`src/rtl/operand_loader.sv`:
```
// operand_loader: assembles a byte stream into operands, writes them to BRAM and scans the exponent MSB
module operand_loader #(
    parameter int N         = 64,
    parameter int Nlog2     = 6,
    parameter int NUM_OPS   = 3,
    parameter int ABITS     = 8,
    parameter int DBITS     = 64,
    parameter int MSB_FIRST = 1,
    parameter int TIMEOUT   = 1024
) (
    input  logic             clk,
    input  logic             rst,
    input  logic             rx_valid,
    input  logic [7:0]       rx_byte,
    output logic [N-1:0]     tx_e,
    output logic [N-1:0]     tx_n,
    output logic [Nlog2-1:0] tx_e_idx,
    output logic             tx_valid,
    output logic [ABITS-1:0] wr_addr,
    output logic [DBITS-1:0] wr_data,
    output logic             wr_en,
    output logic             busy,
    output logic             err_timeout,
    output logic             err_overrun
);
    localparam int BPW = DBITS / 8;
    localparam int WPO = N / DBITS;
    localparam int BCW = $clog2(BPW + 1);
    localparam int WCW = $clog2(WPO + 1);
    localparam int KCW = $clog2(NUM_OPS + 1);
    localparam int TCW = TIMEOUT > 0 ? $clog2(TIMEOUT + 1) : 1;

    typedef enum logic [1:0] {IDLE, LOAD, SCAN, DONE} state_t;

    state_t           state, state_nxt;
    logic [BCW-1:0]   bcnt;
    logic [WCW-1:0]   wcnt;
    logic [KCW-1:0]   kcnt;
    logic [TCW-1:0]   tcnt;
    logic [DBITS-1:0] word_sr, word_nxt;
    logic [N-1:0]     e_buf, n_buf, e_nxt, n_nxt;
    logic [Nlog2-1:0] bit_ptr;
    logic [ABITS-1:0] addr;
    logic             acc, word_done, op_done, frame_done, timeout_hit, scan_hit;

    // Byte acceptance, frame position flags, packing and BRAM address of the word in flight
    always_comb begin
        acc         = rx_valid && (state == IDLE || state == LOAD);
        word_done   = bcnt == BCW'(BPW - 1);
        op_done     = word_done && wcnt == WCW'(WPO - 1);
        frame_done  = acc && op_done && kcnt == KCW'(NUM_OPS - 1);
        timeout_hit = TIMEOUT > 0 && state == LOAD && !rx_valid && tcnt == TCW'(TIMEOUT - 1);
        scan_hit    = tx_e[bit_ptr] || bit_ptr == '0;
        word_nxt    = MSB_FIRST != 0 ? (word_sr << 8) | DBITS'(rx_byte)
                                     : (word_sr >> 8) | (DBITS'(rx_byte) << (DBITS - 8));
        e_nxt       = MSB_FIRST != 0 ? (e_buf << 8) | N'(rx_byte)
                                     : (e_buf >> 8) | (N'(rx_byte) << (N - 8));
        n_nxt       = MSB_FIRST != 0 ? (n_buf << 8) | N'(rx_byte)
                                     : (n_buf >> 8) | (N'(rx_byte) << (N - 8));
        addr        = ABITS'(kcnt) * ABITS'(WPO) +
                      (MSB_FIRST != 0 ? ABITS'(WPO - 1) - ABITS'(wcnt) : ABITS'(wcnt));
    end

    // State register
    always_ff @(posedge clk or posedge rst) begin
        if (rst) state <= IDLE;
        else     state <= state_nxt;
    end

    // Next-state logic; a completed frame takes priority over the idle timeout
    always_comb begin
        state_nxt = state == IDLE ? (rx_valid ? LOAD : IDLE)
                  : state == LOAD ? (frame_done ? SCAN : timeout_hit ? IDLE : LOAD)
                  : state == SCAN ? (scan_hit ? DONE : SCAN)
                  : IDLE;
    end

    // State-decoded outputs
    always_comb begin
        busy     = state != IDLE;
        tx_valid = state == DONE;
    end

    // Byte/word/operand position counters and the idle-cycle counter; a timeout rewinds to byte 0
    always_ff @(posedge clk or posedge rst) begin
        if (rst) begin
            bcnt <= '0;
            wcnt <= '0;
            kcnt <= '0;
            tcnt <= '0;
        end else begin
            if (acc) begin
                bcnt <= word_done ? '0 : bcnt + 1'b1;
                if (word_done) wcnt <= op_done ? '0 : wcnt + 1'b1;
                if (op_done) kcnt <= frame_done ? '0 : kcnt + 1'b1;
            end else if (timeout_hit) begin
                bcnt <= '0;
                wcnt <= '0;
                kcnt <= '0;
            end
            tcnt <= (state == LOAD && !rx_valid && !timeout_hit) ? tcnt + 1'b1 : '0;
        end
    end

    // Word/operand assembly, registered BRAM write port and one-cycle error pulses
    always_ff @(posedge clk or posedge rst) begin
        if (rst) begin
            word_sr     <= '0;
            e_buf       <= '0;
            n_buf       <= '0;
            wr_en       <= 1'b0;
            wr_addr     <= '0;
            wr_data     <= '0;
            err_overrun <= 1'b0;
            err_timeout <= 1'b0;
        end else begin
            wr_en <= acc && word_done;
            if (acc) begin
                word_sr <= word_nxt;
                if (kcnt == KCW'(0)) e_buf <= e_nxt;
                if (kcnt == KCW'(1)) n_buf <= n_nxt;
            end
            if (acc && word_done) begin
                wr_addr <= addr;
                wr_data <= word_nxt;
            end
            err_overrun <= rx_valid && (state == SCAN || state == DONE);
            err_timeout <= timeout_hit;
        end
    end

    // Result capture at frame end, then a downward walk over tx_e to find its top set bit
    always_ff @(posedge clk or posedge rst) begin
        if (rst) begin
            tx_e     <= '0;
            tx_n     <= '0;
            tx_e_idx <= '0;
            bit_ptr  <= '0;
        end else if (frame_done) begin
            tx_e    <= e_buf;
            tx_n    <= kcnt == KCW'(1) ? n_nxt : n_buf;
            bit_ptr <= Nlog2'(N - 1);
        end else if (state == SCAN) begin
            if (scan_hit) tx_e_idx <= bit_ptr;
            else          bit_ptr  <= bit_ptr - 1'b1;
        end
    end
endmodule
```
`config.mk`:
```
export PLATFORM = sky130hd
export DESIGN_NAME = operand_loader
export DESIGN_NICKNAME = d
export VERILOG_FILES = /design/src/rtl/operand_loader.sv
export SDC_FILE = /design/constraint.sdc
export NUM_CORES = 1
export LEC_CHECK = 0
export BUFFER_PORTS_ARGS = -buffer_cell sky130_fd_sc_hd__buf_2
export CELL_PAD_IN_SITES_DETAIL_PLACEMENT = 1
export CELL_PAD_IN_SITES_GLOBAL_PLACEMENT = 1
export CORE_AREA = 5 5 192 194
export DETAILED_ROUTE_END_ITERATION = 7
export DIE_AREA = 0 0 197 199
export PLACE_DENSITY_LB_ADDON = 0.2
export SLEW_MARGIN = 20
export SYNTH_ARGS = -nofsm -noshare
export SYNTH_HDL_FRONTEND = slang
export SYNTH_SLANG_ARGS = --single-unit
```
`constraint.sdc`:
```
create_clock -name clk -period 22 [get_ports clk]
set_input_delay 4.4 -clock clk [delete_from_list [all_inputs] [get_ports clk]]
set_output_delay 4.4 -clock clk [all_outputs]
set_load 0.03 [all_outputs]
```
==> results.tsv, run 1 <==
stage	metric	value	unit
critical_path	RR Endpoint	tx_n[20]	
power	PD cells	111.4	nW/µm²
clocking	post-CTS setup buffer count	0	
clocking	clk root buf	clkbuf_16	
min_path	Worst Hold Path Cells	2	
floorplanning	Initial Util	0.4694	
power	Peak VDD IR	0.06870	mV
timing	post-route clock period utilization	0.3341	
floorplanning	die area	39200	µm²
critical_path	startpoint type of the worst setup path	input pin	
critical_path	Reg2Reg Depth	8	
critical_path	CP Capture Type	register	
final_layout	n_diodes	0	
logic_synthesis	post-synthesis cell area	16450	µm²
logic_synthesis	number of flops mapped to enable cells by yosys	0	
timing	Tightest Pin Transition	0.9519	ns
critical_path	FF-to-FF Start	state[1]	
floorplanning	Die Y	199	µm
final_layout	final core utilization	0.5524	
logic_synthesis	asr flop ratio synth	1.000	
place	Post-DP HPWL	27440	µm
final_layout	Area Growth Syn to Fin	17.70	%
global_routing	Global Route met3 Usage	0.04234	
logic_synthesis	ys flop type	dfrtp_1	
timing	crit path time final	7.350	ns
timing	clock skew	0.01348	ns
global_routing	gr busiest metal	met2	
min_path	hold endpoint	tx_e[60]	
final_layout	Final nets	1791	
power	Leak Pwr	11.00	nW
place	PortBufs	221	
clocking	# resized after CTS	0	
clocking	CTS H-Tree Depth	2	
global_routing	initial antenna violation count	1	
clocking	clock buffer depth	3	
global_routing	grt ovf	0	
critical_path	Arr. time, crit path	7.83	ns
timing	final slew viol count	0	
logic_synthesis	Yosys Warn Count	0	
routing	DRT iter0 DRCs	531	
timing	# setup viols final	0	
timing	setup tns final	0	ns
critical_path	critical path fanouts, max	76	
logic_synthesis	Synth area leaders	dfrtp_1 (63%), nand2_1 (18%), mux2_2 (9.0%)	
global_routing	first-pass GRT wire length	68880	µm
logic_synthesis	sequential-to-total area share from yosys stat	0.6312	
routing	vias per cell	5.130	
logic_synthesis	most numerous cell in the Yosys netlist	nand2_1	
clocking	Reg clk slew, reported paths	0.06	ns
place	RePlAce Congestion	0.8357	
final_layout	fillers	3909	
routing	final wirelength	42470	µm
clocking	Num CTS Buffers	44	
global_routing	met2 Usage GRT	0.3519	
status	outcome	completed	
routing	Initial DRT Pass Iterations	4	
timing	RSZ-0062 raised after global routing	no	
timing	Worst slew margin	0.3654	
global_routing	total global-route track usage	0.2178	
clocking	Hold Buf Count CTS	0	
clocking	TritonCTS Sinks	415	
min_path	Hold Path Class	register to register	
floorplanning	Core Rows	69	
critical_path	R2R Setup Slk	18.05	ns
logic_synthesis	Synth Instances	1576	
floorplanning	core area	35050	µm²
timing	fmax	136.0	MHz
min_path	hold path startpoint	e_buf[60]	
critical_path	Worst EP required	22.48	ns
routing	post-route ant nets	0	
logic_synthesis	Synth top cells by count	nand2_1 (773), dfrtp_1 (415), mux2_2 (131)	
clocking	CTS tree	done	
final_layout	layout cells sized above 1	0.2569	
logic_synthesis	post-synth top area share	0.6312	
routing	wire per inst	18.73	µm
global_routing	pin count of the biggest net entering global routing	119	
routing	Residual DRC	0	
clocking	clock latency on the worst-skew pair	0.55	ns
floorplanning	Ports	222	
floorplanning	Die W	197	µm
routing	vias	11630	
global_routing	vias in the first global route	12600	
timing	final hold viol count	0	
global_routing	met1 Track Usage GR	0.3069	
logic_synthesis	biggest area consumer among synthesized cells	dfrtp_1	
logic_synthesis	synthesized net count	1595	
logic_synthesis	Avg Synthesized Cell Area	10.44	µm²
logic_synthesis	#FFs+latches synth	415	
job	MaxCap Viol Count	0	
critical_path	critical path type	input pin to register	
logic_synthesis	synth unique cells	47	
==> critical path, stage by stage <==
cell      delay (ns)
buf_2           0.14
nand2b_2        0.07
buf_4           0.52
or3_2           0.23
buf_4           0.63
or4_4           0.75
buf_4           0.72
nand2_1         0.16
nand2_1         0.10
==> worst max-delay path by stage <==
| stage | start | to | slack [ns] | depth (start not counted) |
|---|---|---|---|---|
| global placement | rx_valid | tx_n[37] | 14.12 | 9 |
| finish | rx_valid | tx_n[20] | 14.65 | 9 |
| floorplan | rst | bcnt[0] | 6.05 | 1 |
| CTS | rx_valid | tx_n[20] | 14.61 | 9 |
| detailed placement | rx_valid | tx_n[53] | 14.02 | 9 |
| global route | rx_valid | tx_n[20] | 14.33 | 9 |
==> kinds of logic after synthesis <==
logic type	Yosys count	share of synthesized area
compound gates	44	0.01810
xor+xnor	11	0.005856
fa+ha+maj	8	0.006540
buf+inv	97	0.02669
flops	415	0.6312
mux	162	0.1138
simple gates	839	0.1977
==> sequential cells by signal, indices dropped and copies added, names as in the netlist, 2 cells and up <==
signal    cells
n_buf        64
tcnt         11
wr_data      64
tx_n         64
kcnt          2
e_buf        64
bcnt          4
wr_addr       4
tx_e         64
bit_ptr       6
tx_e_idx      6
word_sr      56
state         2
==> placed cells by master (no fill, tap or decap), types with 3 or more instances in the layout <==
cell / netlist / routed
nand2_1: 773 / 773
dfrtp_1: 415 / 415
buf_2: 17 / 221
mux2_2: 131 / 131
clkbuf_16: 0 / 46
mux2i_1: 24 / 24
nor2_1: 21 / 21
o21ai_0: 16 / 16
buf_4: 6 / 15
clkbuf_8: 0 / 11
clkinv_2: 0 / 11
nand3_1: 9 / 9
clkbuf_1: 59 / 8
inv_1: 9 / 7
mux4_2: 7 / 7
ha_1: 7 / 7
xnor2_1: 6 / 6
o21ai_1: 5 / 5
and3_1: 6 / 5
xor2_1: 5 / 5
a31oi_1: 5 / 5
nor3_1: 5 / 4
a21oi_1: 4 / 4
nor2b_1: 5 / 4
or2_2: 3 / 3
and2_1: 3 / 3
nand2b_1: 4 / 3
a22oi_1: 3 / 3
==> cell type report <==
type                       instances  area (µm²)  area share
clock buffer                      65        1333     0.06882
multi-input combinational       1064        5655      0.2921
sequential                       415       10390      0.5363
inverter                          10       45.04    0.002326
tap                              461       576.8     0.02979
clock inverter                    15       138.9    0.007172
timing repair buffer             237        1230     0.06352
==> per-layer routing <==
metal,share of wire,wire [µm],vias to the layer above
li1,-,-,5408
met1,0.45,19010,5933
met2,0.48,20220,223
met3,0.054,2286,64
met4,0.022,940,2
met5,0.00031,13,-
==> report_power, final <==
part           internal, mW  switching, mW
logic                 0.128          0.298
clock network         0.443          0.303
registers             0.881          0.104
total                  1.45          0.705
==> metrics by stage <==
stage               hold slack (ns)  power, mW  setup WS, ns  area, µm²  cells
CTS                          0.4588      2.183         14.61      19360   2267
detailed placement           0.4569      1.429         14.02      17890   2187
global route                 0.4916      2.265         14.33      19360   2267
floorplan                    0.4348      1.268         6.050      16450   1576
finish                       0.4631      2.157         14.65      19360   2267
global placement             0.4488      1.411         14.12      17890   2187
Note: power is estimated with default switching activity, not from simulation.
==> run 2: changes to the inputs <==
--- a/config.mk
+++ b/config.mk
@@ -5,12 +5,13 @@
 export SDC_FILE = /design/constraint.sdc
 export NUM_CORES = 1
 export LEC_CHECK = 0
+export ABC_AREA = 1
 export BUFFER_PORTS_ARGS = -buffer_cell sky130_fd_sc_hd__buf_2
 export CELL_PAD_IN_SITES_DETAIL_PLACEMENT = 1
 export CELL_PAD_IN_SITES_GLOBAL_PLACEMENT = 1
-export CORE_AREA = 5 5 192 194
+export CORE_AREA = 5 5 217 219
 export DETAILED_ROUTE_END_ITERATION = 7
-export DIE_AREA = 0 0 197 199
+export DIE_AREA = 0 0 222 224
 export PLACE_DENSITY_LB_ADDON = 0.2
 export SLEW_MARGIN = 20
 export SYNTH_ARGS = -nofsm -noshare
==> constraint.sdc (replaced) <==
create_clock -name clk -period 6.67 [get_ports clk]
set_input_delay 1.334 -clock clk [delete_from_list [all_inputs] [get_ports clk]]
set_output_delay 1.334 -clock clk [all_outputs]
set_load 0.03 [all_outputs]
==> run 2 against run 1 <==
Against the previous run: sequential share of layout area is 2.9 points lower; non-clock buffer count is 2 lower; highest routed layer is now met4; routed wire length is 15% higher; area after synthesis is 5.1% higher; critical path type unchanged; largest cell class unchanged; critical endpoint is now tx_e[14].
==> results.tsv, run 2 <==
stage	metric	value	unit	change
timing	# setup viols final	0		unchanged
critical_path	startpoint type of the worst setup path	input pin		unchanged
place	PortBufs	221		unchanged
power	sequential share of power	0.405		was 0.457
final_layout	design area	20450	µm²	was 19360 µm²
status	outcome	completed		unchanged
floorplanning	Die Y	224	µm	was 199 µm
place	placed cell area	18760	µm²	was 17890 µm²
final_layout	layout cells sized above 1	0.1574		was 0.2569
timing	Tightest Pin Transition	1.072	ns	was 0.9519 ns
global_routing	vias in the first global route	14530		was 12600
timing	fmax	274.8	MHz	
global_routing	pin count of the biggest net entering global routing	151		was 119
global_routing	grt ovf	0		unchanged
routing	Residual DRC	0		unchanged
clocking	clock latency on the worst-skew pair	0.57	ns	was 0.55 ns
global_routing	total global-route track usage	0.1949		was 0.2178
power	clock power share	0.310		was 0.346
critical_path	CP Capture Type	register		unchanged
logic_synthesis	synthesized net count	2026		was 1595
power	switching part of the total	0.3783		was 0.3270
floorplanning	Ports	222		unchanged
routing	DRT iter0 DRCs	847		was 531
clocking	clock buffer depth	3		unchanged
logic_synthesis	most numerous cell in the Yosys netlist	nand2_1		unchanged
min_path	hold path startpoint	e_buf[61]		was e_buf[60]
timing	RSZ-0062 raised after global routing	no		unchanged
logic_synthesis	ys flop type	dfrtp_1		unchanged
timing	final hold viol count	0		unchanged
clocking	TritonCTS Sinks	415		unchanged
place	dpl cells	2726		was 2187
logic_synthesis	Yosys Warn Count	0		unchanged
logic_synthesis	Synth area leaders	dfrtp_1 (60%), nand2_1 (15%), o21ai_0 (11%)		was dfrtp_1 (63%), nand2_1 (18%), mux2_2 (9.0%)
critical_path	Worst path slowest cell	buf_4		was or4_4
logic_synthesis	Synth Instances	2007		was 1576
logic_synthesis	Synth top cells by count	nand2_1 (700), dfrtp_1 (415), o21ai_0 (365)		was nand2_1 (773), dfrtp_1 (415), mux2_2 (131)
logic_synthesis	#FFs+latches synth	415		unchanged
final_layout	final core utilization	0.4556		was 0.5524
power	Leak Pwr	10.34	nW	was 11.00 nW
final_layout	fillers	5379		was 3909
logic_synthesis	biggest area consumer among synthesized cells	dfrtp_1		unchanged
critical_path	FF-to-FF Start	bcnt[0]		was state[1]
critical_path	critical path type	input pin to register		unchanged
timing	crit path time final	3.639	ns	
floorplanning	Die W	222	µm	was 197 µm
clocking	# resized after CTS	0		unchanged
critical_path	critical path fanouts, max	88		was 76
power	Peak VDD IR	0.2509	mV	was 0.06870 mV
routing	post-route ant nets	0		unchanged
routing	vias	13650		was 11630
timing	Setup WS post-layout	3.031	ns	was 14.65 ns
min_path	Hold Path Class	register to register		unchanged
timing	post-route clock period utilization	0.5455		
critical_path	Worst Setup SP	rx_valid		unchanged
timing	clock skew	0.01311	ns	was 0.01348 ns
final_layout	Final nets	2193		was 1791
logic_synthesis	sequential-to-total area share from yosys stat	0.6003		was 0.6312
floorplanning	die area	49730	µm²	was 39200 µm²
clocking	clk root buf	clkbuf_16		unchanged
clocking	Hold Buf Count CTS	0		unchanged
logic_synthesis	post-synth top area share	0.6003		was 0.6312
final_layout	commonest non-fill, non-tap cell in the layout	nand2_1		unchanged
floorplanning	Initial Util	0.3853		was 0.4694
power	switching power total	3.404	mW	was 0.7054 mW
clocking	CTS H-Tree Depth	2		unchanged
critical_path	Worst EP required	7.14	ns	was 22.48 ns
final_layout	n_diodes	0		unchanged
global_routing	first-pass GRT wire length	79410	µm	was 68880 µm
logic_synthesis	number of flops mapped to enable cells by yosys	0		unchanged
final_layout	most frequent cells in the layout	nand2_1 (700), dfrtp_1 (414), o21ai_0 (365)		was nand2_1 (773), dfrtp_1 (415), buf_2 (221)
logic_synthesis	asr flop ratio synth	1.000		unchanged
clocking	Reg clk slew, reported paths	0.06	ns	about the same
logic_synthesis	Avg Synthesized Cell Area	8.619	µm²	was 10.44 µm²
floorplanning	Core Rows	78		was 69
place	Post-DP HPWL	32310	µm	was 27440 µm
power	internal power	5.595	mW	was 1.452 mW
routing	final wirelength	48780	µm	was 42470 µm
routing	vias per cell	4.856		was 5.130
clocking	post-CTS setup buffer count	0		unchanged
routing	Initial DRT Pass Iterations	5		was 4
global_routing	initial antenna violation count	0		was 1
logic_synthesis	synth unique cells	37		was 47
clocking	CTS tree	done		unchanged
power	PD cells	440.0	nW/µm²	was 111.4 nW/µm²
final_layout	Area Growth Syn to Fin	18.24	%	was 17.70%
clocking	Num CTS Buffers	46		was 44
timing	final slew viol count	0		unchanged
critical_path	CP peak stage delay	0.83	ns	was 0.75 ns
logic_synthesis	post-synthesis cell area	17300	µm²	was 16450 µm²
routing	wire per inst	17.35	µm	was 18.73 µm
final_layout	non-filler cells, final	2811		was 2267
place	RePlAce Congestion	0.7716		was 0.8357
power	Logic pwr share	0.285		was 0.197
critical_path	worst-path cell chain	buf_2, inv_2, nor2_4, inv_2, nor2_8, nand3_4, buf_4, buf_4, nand2_1, o21ai_0		was buf_2, nand2b_2, buf_4, or3_2, buf_4, or4_4, buf_4, nand2_1, nand2_1
job	MaxCap Viol Count	0		unchanged
critical_path	Arr. time, crit path	4.10	ns	was 7.83 ns
floorplanning	core area	44890	µm²	was 35050 µm²
timing	Worst slew margin	0.2855		was 0.3654
place	dpl ws	2.547	ns	was 14.02 ns
## run 2: changes by cell type in the layout (fill, tap and decap cells not counted), moves of 24 or more
cell,change
inv_1,+224
mux2_2,-131
mux2i_1,-24
nand2_1,-73
nand3_1,+43
o21ai_0,+349
## run 2: cells by family (layout without fill, tap and decap cells)
family,count (synthesis),after routing,synth area share
and+or+nand+nor,815,815,0.1857
DFF,415,415,0.6003
AOI/OAI and AO/OA,408,408,0.1206
buffers and inverters,355,559,0.08412
adders and majority gates,8,8,0.006220
xor gates and xnor gates,6,6,0.003038
## run 2: area by class of cell
type / instances / area [µm²] / share of cell area
clock inverters: 23 / 297.8 / 0.01456
clock buffers: 62 / 1385 / 0.06771
flip-flops and latches: 415 / 10390 / 0.5078
repair buffers: 235 / 1244 / 0.06080
inverters: 239 / 907.1 / 0.04435
multi-input cells: 1237 / 5484 / 0.2681
well taps: 600 / 750.7 / 0.03670
## run 2: per-stage QoR
step	total power [mW]	setup TNS (ns)	hold slack [ns]
after floorplan	5.383	-107.72	0.4422
after global placement	6.197	0	0.4621
after detailed placement	6.296	0	0.4675
after CTS	9.148	0	0.4828
after global routing	9.573	0	0.4961
final	8.999	0	0.4783
## run 2: path summary, 6_finish.rpt
path	cells past startpoint	slack, ns	endpoint
max reg2reg	10	3.31	tx_e[14]
min in group asynchronous	3	1.03	wr_addr[2]
max in group asynchronous	3	4.96	tx_n[63]
min	2	0.48	tx_e[61]
max	10	3.03	tx_e[14]
min reg2reg	2	0.48	tx_e[61]
## run 2: worst max-delay path: cells and delay by family
kind                   cells  cell delay [ns]
buffers and inverters      5             1.90
AND/OR/NAND/NOR            4             0.65
AO/OA/AOI/OAI              1             0.16
## run 2: routing by layer
metal,GRT usage,share of wire,up-vias
met5,0,0,-
met4,0.05051,0.019,0
met3,0.03630,0.046,57
met2,0.3302,0.49,240
met1,0.2607,0.45,6767
li1,-,-,6585
## run 2: power groups by stage
| stage | Combinational (mW) | Sequential (mW) | Clock [mW] |
|---|---|---|---|
| detailed placement | 2.60 | 3.69 | 0 |
| CTS | 2.62 | 3.66 | 2.87 |
| global placement | 2.52 | 3.67 | 0 |
| global route | 2.86 | 3.74 | 2.97 |
| finish | 2.56 | 3.65 | 2.79 |
| floorplan | 1.21 | 4.17 | 0 |
